## src/rtl/wavegen_pkg.sv

```systemverilog
// Shared definitions for the waveform LUT playback slice.
// Contents: default widths, playback state encoding and the phase-width
// derivation used by wave_lut_sequencer and wave_tick_div.
package wavegen_pkg;

  localparam int ADDR_W_DEF = 10;
  localparam int DATA_W_DEF = 16;
  localparam int FRAC_W_DEF = 6;
  localparam int DIV_W_DEF  = 16;

  typedef enum logic [1:0] {
    IDLE  = 2'd0,
    RUN   = 2'd1,
    DRAIN = 2'd2
  } state_t;

  // Phase accumulator width: integer address bits plus fractional bits.
  function automatic int ph_width(input int addr_w, input int frac_w);
    return addr_w + frac_w;
  endfunction

endpackage

```

## src/rtl/wave_tick_div.sv

```systemverilog
// Sample-period divider.
// Ports:
//   i_clk, i_rst_n : clock, synchronous active-low reset
//   i_clr          : force the counter back to 0 (playback start)
//   i_en           : count enable (only while playing)
//   i_div          : sample period minus 1, in clocks
//   o_tick         : high for one clock every i_div+1 enabled clocks
module wave_tick_div
  import wavegen_pkg::*;
#(
  parameter int DIV_W = DIV_W_DEF
) (
  input  logic             i_clk,
  input  logic             i_rst_n,
  input  logic             i_clr,
  input  logic             i_en,
  input  logic [DIV_W-1:0] i_div,
  output logic             o_tick
);

  logic [DIV_W-1:0] cnt;

  assign o_tick = i_en && (cnt == i_div);

  always_ff @(posedge i_clk) begin
    if (!i_rst_n) begin
      cnt <= '0;
    end else if (i_clr) begin
      cnt <= '0;
    end else if (i_en) begin
      cnt <= o_tick ? '0 : cnt + 1'b1;
    end
  end

endmodule

```

## src/rtl/wave_lut_sequencer.sv

```systemverilog
// Playback controller for the signed waveform ROM feeding the filter chain.
// A phase accumulator (ADDR_W.FRAC_W) addresses the ROM; on each divider
// tick the addressed word is shifted arithmetically and offered on a
// valid/ready interface. One-shot or looping playback, stop with drain,
// sticky overrun when a sample is dropped under backpressure.
// Ports:
//   i_clk, i_rst_n            : clock, synchronous active-low reset
//   i_start, i_stop           : playback control pulses
//   i_oneshot, i_div, i_step, i_shift : config, latched at start
//   o_lut_addr / i_lut_data   : ROM address out, combinational ROM data in
//   o_data, o_valid, i_ready  : sample stream to the filter
//   o_busy, o_done, o_overrun : status
module wave_lut_sequencer
  import wavegen_pkg::*;
#(
  parameter int ADDR_W = ADDR_W_DEF,
  parameter int DATA_W = DATA_W_DEF,
  parameter int FRAC_W = FRAC_W_DEF,
  parameter int DIV_W  = DIV_W_DEF
) (
  input  logic                     i_clk,
  input  logic                     i_rst_n,
  input  logic                     i_start,
  input  logic                     i_stop,
  input  logic                     i_oneshot,
  input  logic [DIV_W-1:0]         i_div,
  input  logic [ADDR_W+FRAC_W-1:0] i_step,
  input  logic [3:0]               i_shift,
  output logic [ADDR_W-1:0]        o_lut_addr,
  input  logic signed [DATA_W-1:0] i_lut_data,
  output logic signed [DATA_W-1:0] o_data,
  output logic                     o_valid,
  input  logic                     i_ready,
  output logic                     o_busy,
  output logic                     o_done,
  output logic                     o_overrun
);

  localparam int PH_W = ph_width(ADDR_W, FRAC_W);

  state_t              state_q, state_d;
  logic [PH_W-1:0]     phase;
  logic [PH_W:0]       phase_sum;
  logic [DIV_W-1:0]    div_reg;
  logic [PH_W-1:0]     step_reg;
  logic [3:0]          shift_reg;
  logic                oneshot_reg;
  logic                tick;
  logic                load;
  logic                take;
  logic                done_d;
  logic signed [DATA_W-1:0] sample;

  wave_tick_div #(.DIV_W(DIV_W)) u_div (
    .i_clk   (i_clk),
    .i_rst_n (i_rst_n),
    .i_clr   (load),
    .i_en    (state_q == RUN),
    .i_div   (div_reg),
    .o_tick  (tick)
  );

  assign phase_sum  = {1'b0, phase} + {1'b0, step_reg};
  assign sample     = i_lut_data >>> shift_reg;
  assign o_lut_addr = phase[PH_W-1:FRAC_W];
  assign o_busy     = (state_q != IDLE);

  always_comb begin
    state_d = state_q;
    load    = 1'b0;
    take    = 1'b0;
    done_d  = 1'b0;
    case (state_q)
      IDLE: begin
        if (i_start) begin
          load    = 1'b1;
          state_d = RUN;
        end
      end
      RUN: begin
        // Stop wins over a coincident tick: nothing is captured.
        if (i_stop) begin
          state_d = DRAIN;
        end else if (tick) begin
          take = 1'b1;
          if (oneshot_reg && phase_sum[PH_W]) state_d = DRAIN;
        end
      end
      DRAIN: begin
        if (!o_valid || i_ready) begin
          done_d  = 1'b1;
          state_d = IDLE;
        end
      end
      default: state_d = IDLE;
    endcase
  end

  always_ff @(posedge i_clk) begin
    if (!i_rst_n) begin
      state_q     <= IDLE;
      phase       <= '0;
      div_reg     <= '0;
      step_reg    <= '0;
      shift_reg   <= '0;
      oneshot_reg <= 1'b0;
      o_data      <= '0;
      o_valid     <= 1'b0;
      o_done      <= 1'b0;
      o_overrun   <= 1'b0;
    end else begin
      state_q <= state_d;
      o_done  <= done_d;
      if (load) begin
        div_reg     <= i_div;
        step_reg    <= i_step;
        shift_reg   <= i_shift;
        oneshot_reg <= i_oneshot;
        phase       <= '0;
        o_overrun   <= 1'b0;
      end
      // Phase advances on every tick, even when the sample is dropped,
      // so the timebase stays real-time under backpressure.
      if (take) begin
        phase <= phase_sum[PH_W-1:0];
        if (!o_valid || i_ready) begin
          o_data  <= sample;
          o_valid <= 1'b1;
        end else begin
          o_overrun <= 1'b1;
        end
      end else if (o_valid && i_ready) begin
        o_valid <= 1'b0;
      end
    end
  end

endmodule
```

## config.mk

```make
export PLATFORM = sky130hd
export DESIGN_NAME = wave_lut_sequencer
export DESIGN_NICKNAME = d
export VERILOG_FILES = /design/src/rtl/wavegen_pkg.sv /design/src/rtl/wave_tick_div.sv /design/src/rtl/wave_lut_sequencer.sv
export SDC_FILE = /design/constraint.sdc
export NUM_CORES = 1
export LEC_CHECK = 0
export ABC_CLOCK_PERIOD_IN_PS = 7160
export CORE_UTILIZATION = 40
export CTS_BUF_LIST = sky130_fd_sc_hd__clkbuf_4
export CTS_CLUSTER_DIAMETER = 80
export DETAILED_ROUTE_END_ITERATION = 10
export SETUP_SLACK_MARGIN = 0.3
export SLEW_MARGIN = 20
export SYNTH_ARGS = -nofsm -noshare
export SYNTH_HDL_FRONTEND = slang
export SYNTH_HIERARCHICAL = 1
export SYNTH_SLANG_ARGS = --single-unit
```

## constraint.sdc

```tcl
create_clock -name i_clk -period 7.16 [get_ports i_clk]
set_input_delay 1.79 -clock i_clk [delete_from_list [all_inputs] [get_ports i_clk]]
set_output_delay 1.79 -clock i_clk [all_outputs]
set_load 0.01 [all_outputs]
```

### Word level (Yosys, flattened, before mapping)

Cells that the tools add are included.

* input bits: 58
* bits in registers: 90
* output and inout port bits: 30
* logic and storage cells: 58

* shifts and indexed selects: 1
* multiplexer cells: 21
* $add $sub $neg: 2
* reductions and logical operators: 14
* bitwise logic cells: 1
* eq/ne operators: 8

Operator list (number)
* 16-bit 2-to-1 mux: 3
* 16-bit by 16-bit adder with 17-bit output: 1
* 16-bit by 1-bit adder with 16-bit output, second input constant: 1
* 16-bit equality test: 1
* 16-bit by 4-bit >>> shifter with 16-bit output: 1
* 1-bit 2-to-1 mux: 12
* 2-bit 2-to-1 mux: 5
* 3-bit inequality test, second input constant: 2
* 2-bit one-hot mux with 3 select lines: 1
* 2-bit AND reduction: 3
* 2-bit nonzero test: 3
* 2-bit inequality test, second input constant: 2
* 4-bit AND reduction: 1
* 1-bit logical AND: 3
* 2-bit by 1-bit equality test with 1-bit output, second input constant: 1
* 2-bit equality test, second input constant: 1
* 2-bit zero test: 1
* 2-bit by 1-bit inequality test with 1-bit output, second input constant: 1
* 2-bit OR reduction: 1
* 1-bit zero test: 1
* 1-bit logical OR: 1
* 1-bit NOT: 1

### Depth between registers and ports, before layout

* depth after elaboration: 7
* mapped depth: 11
* gate-level depth less buffers: 9

### Cells and area by module

Netlist, hierarchy kept.

Modules (own cells, without submodules)
* wave_lut_sequencer: area an instance 4351.7 um^2, times used 1, seq. area each 1481.4 um^2, cells an instance 511
* wave_tick_div: area an instance 947.2 um^2, times used 1, seq. area each 320.3 um^2, cells an instance 107

### Worst setup path after synthesis

No wires, ideal clock.

* path kind: input -> register
* start: input port i_stop
* end: register o_data[2]
* path buffers: 2
* path slack: 4.185 ns
* required time: 7.038 ns
* setup time: 0.122 ns
* cell stages on the path: 7
* arrival time: 2.853 ns
* cell sequence: and4bb_1 > buf_2 > and2_1 > clkbuf_2 > nand3_1 > a211oi_1 > a311o_1

* cells in the longest elaborated chain, start to end: 3

RTL lines
* start, declared: line wave_lut_sequencer.sv:24 `input logic i_stop,`
* 1-bit 2-to-1 mux: line wave_lut_sequencer.sv:82 `if (i_stop) begin`
* 1-bit 2-to-1 mux: line wave_lut_sequencer.sv:73 `case (state_q)`
* 2-bit AND reduction (no source line)
* end signal, assigned: line wave_lut_sequencer.sv:127 `o_data <= sample;`
* end, declared: line wave_lut_sequencer.sv:31 `output logic signed [DATA_W-1:0] o_data,`

No other way between the ends.
A chain may end at the register's enable or synchronous reset.

### Worst setup path in the final report

Ends and elaborated chain as after synthesis.

==> out/metrics.cfg <==
[grt]
grt_pass1_vias = 4442
grt_usage_pct = 20.27
grt_max_degree = 50
overflow = 0
antenna_found_initial = 1
grt_first_pass_wirelength_um = 21670

[place]
place.detailed.hpwl_um = 9536
globalplace.congestion = 0.8961
dp_slack_ps = 2984
numPortBuffers = 87

[synth]
yosysSeqAreaShare_pct = 34.00
synthFlopType = dfxtp_1
synth_xor_area_share_pct = 6.116
syn_avg_cell_area_um2 = 8.574
synthTopCellsByCount = nand2_1, dfxtp_1, a21boi_0
synth_top_area_share_pct = 34.00
muxShareOfSynthArea_pct = 7.651
synth_edf_count = 0
synth_compound_area_share_pct = 21.51
netlist-cell-type-count = 70
synth_top_area_cell = dfxtp_1
yosys.area_share.simple_pct = 20.24
syn-num-nets = 694
ys_ff_latch = 90
syn_area_um2 = 5299
syn_inst = 618
synthArstFlopShare_pct = 0
yosys_warnings = 6
yosys.area_share.adder_pct = 4.392
synth.area.top_cells = dfxtp_1, nand2_1, a21boi_0, xor2_1, ha_1
synth_top_family_by_area = compound AO/OA/AOI/OAI gates
yosys.cell_count.top_type = nand2_1

[cts]
cts_resized = 0
clk_pin_slew_worst_paths_ps = 150
cts_max_level = 3
cts_hold_buf = 0
post_cts_buffers = 0
clockBufferDepth = 2
cts_tree = built
cts_sinks = 90
cts_buffers = 9
cts_root_buffer = clkbuf_4
clock_latency_ps = 460

[cells_and_area]
drive_gt1_share_pct = 6.222
areaGrowthSynthToFinish_pct = 19.36
fillers = 1228
nets = 746

[worst_hold_path]
min_path_type = flop to flop

[setup_path]
worstSetupStartpoint = i_stop
crit_cells = 6
rr_worst_depth = 8
crit_path_end_kind = flop
crit_path_end = o_data[2]
cp.required_ps = 7580
reg2reg_to = o_data[2]
worst-path-buf-inv = 1
regToRegSetupSlack_ps = 3850
crit_family = simple AND/OR/NAND/NOR gates
cp_max_fo = 17
cpMaxStageDelayCell = and4bb_1
reg2reg_from = state_q[0]
critPathKind = input pin to flop
arrival_ps = 4080
critical-path-max-stage-delay_ps = 710
crit_chain = clkdlybuf4s50_1, and4bb_1, and2_1, nand3_1, a211oi_1, a311o_1
start_kind = input pin

[drt]
via_per_inst = 5.422
wl_met2_um = 5952
wl_um = 13030
drt_iter0_drc = 255
vias = 4598
route.detailed.drc = 0
wl_met1_um = 6225
route.met3.wl_um = 627
antenna_left = 0
routedWlPerCell_um = 15.36
dr.pass1.iters = 5
top_layer = met4

[die]
pin_count = 88
initial_core_util_pct = 41.48
fp.dieArea_um2 = 13710
rows = 41
die_w_um = 117.1
die_height_um = 117.1
core_area_um2 = 12770

[sta]
finalMaxSlewViolations = 0
setup_tns_ps = 0
hold_viol_final = 0
min_period_over_period_pct = 51.09
skew_ps = 16.80
setup_ws_ps = 3502
relSlewSlack_pct = 34.60
worst_pin_slew_ps = 979.7
max_clock_freq_mhz = 273.3
setup_violations = 0
rsz0062_at_grt = no
fin_crit_ps = 3658

[power]
power_leakage_nw = 2.422
vdd_drop_max_mv = 0.08693
power.density_nw_per_um2 = 173.7

[run_status]
outcome = completed

[flow_run]
cap_violations = 0

==> worst min path at each step <==
stage                      start  slack (ps)           end  cells past startpoint
global route         div_reg[10]         510   div_reg[10]                      2
CTS                  step_reg[4]         480   step_reg[4]                      2
floorplan               phase[5]         430      phase[5]                      2
global placement        phase[5]         460      phase[5]                      2
finish              step_reg[15]         480  step_reg[15]                      2
detailed placement      phase[5]         460      phase[5]                      2
==> cell families after synthesis <==
group / Yosys count
and+or+nand+nor: 221
AOI/OAI and AO/OA: 160
DFF: 90
buffers and inverters: 58
xor gates and xnor gates: 37
muxes: 34
adders and majority gates: 18
==> per-stage QoR <==
step                util, %  hold slack [ps]  std cells  instance area, um2  total power [mW]
floorplan                 -            431.5        618                5299            0.6583
global placement      47.86            456.2        831                6113            0.7170
detailed placement    47.86            460.6        831                6113            0.7206
CTS                   49.50            483.6        847                6322             1.112
global route          49.52            514.9        848                6325             1.157
finish                49.52            477.7        848                6325             1.099
==> layout make-up <==
type / instances / area (um2) / share of cell area, %
multi-input cells: 470 / 3174 / 50.19
flip-flops and latches: 90 / 1802 / 28.49
repair buffers: 90 / 888.4 / 14.05
well taps: 172 / 215.2 / 3.403
clock inverters: 7 / 141.4 / 2.235
clock buffers: 9 / 67.56 / 1.068
inverters: 9 / 33.78 / 0.5341
diodes: 1 / 2.502 / 0.03956
==> routing by layer <==
metal	GRT usage [%]	vias up
li1	-	2304
met1	26.87	2157
met2	32.94	120
met3	3.399	17
met4	7.932	0
met5	0	-
==> worst register-to-register path, delay by kind of cell, from the launching register on <==
| kind | cells | cell delay [ps] |
|---|---|---|
| flops | 1 | 400 |
| simple gates | 5 | 2280 |
| compound gates | 2 | 390 |
| buf+inv | 1 | 200 |
==> report_power, final <==
group | internal, mW | switching (mW)
clock | 0.212 | 0.177
sequential | 0.517 | 0.0205
combinational | 0.0844 | 0.0873
total | 0.813 | 0.285
==> layout by cell type (no fill, tap or decap), drive strengths merged, types with 4 or more instances in the layout <==
master	n
nand2	107
dfxtp	90
clkdlybuf4s50	86
a21boi	40
o21ai	32
nor3	26
xor2	25
mux2i	21
nand3	19
nor2	19
a21oi	18
ha	17
xnor2	12
inv	9
nor2b	9
o211ai	9
clkbuf	9
mux2	9
a211oi	9
a22oi	7
and3	6
a21o	6
and2	6
nor4	6
nand2b	5
o211a	5
o21a	5
a211o	5
nand4	5
mux4	4
bufinv	4
buf	4
Power figures use the tool's default switching activity.
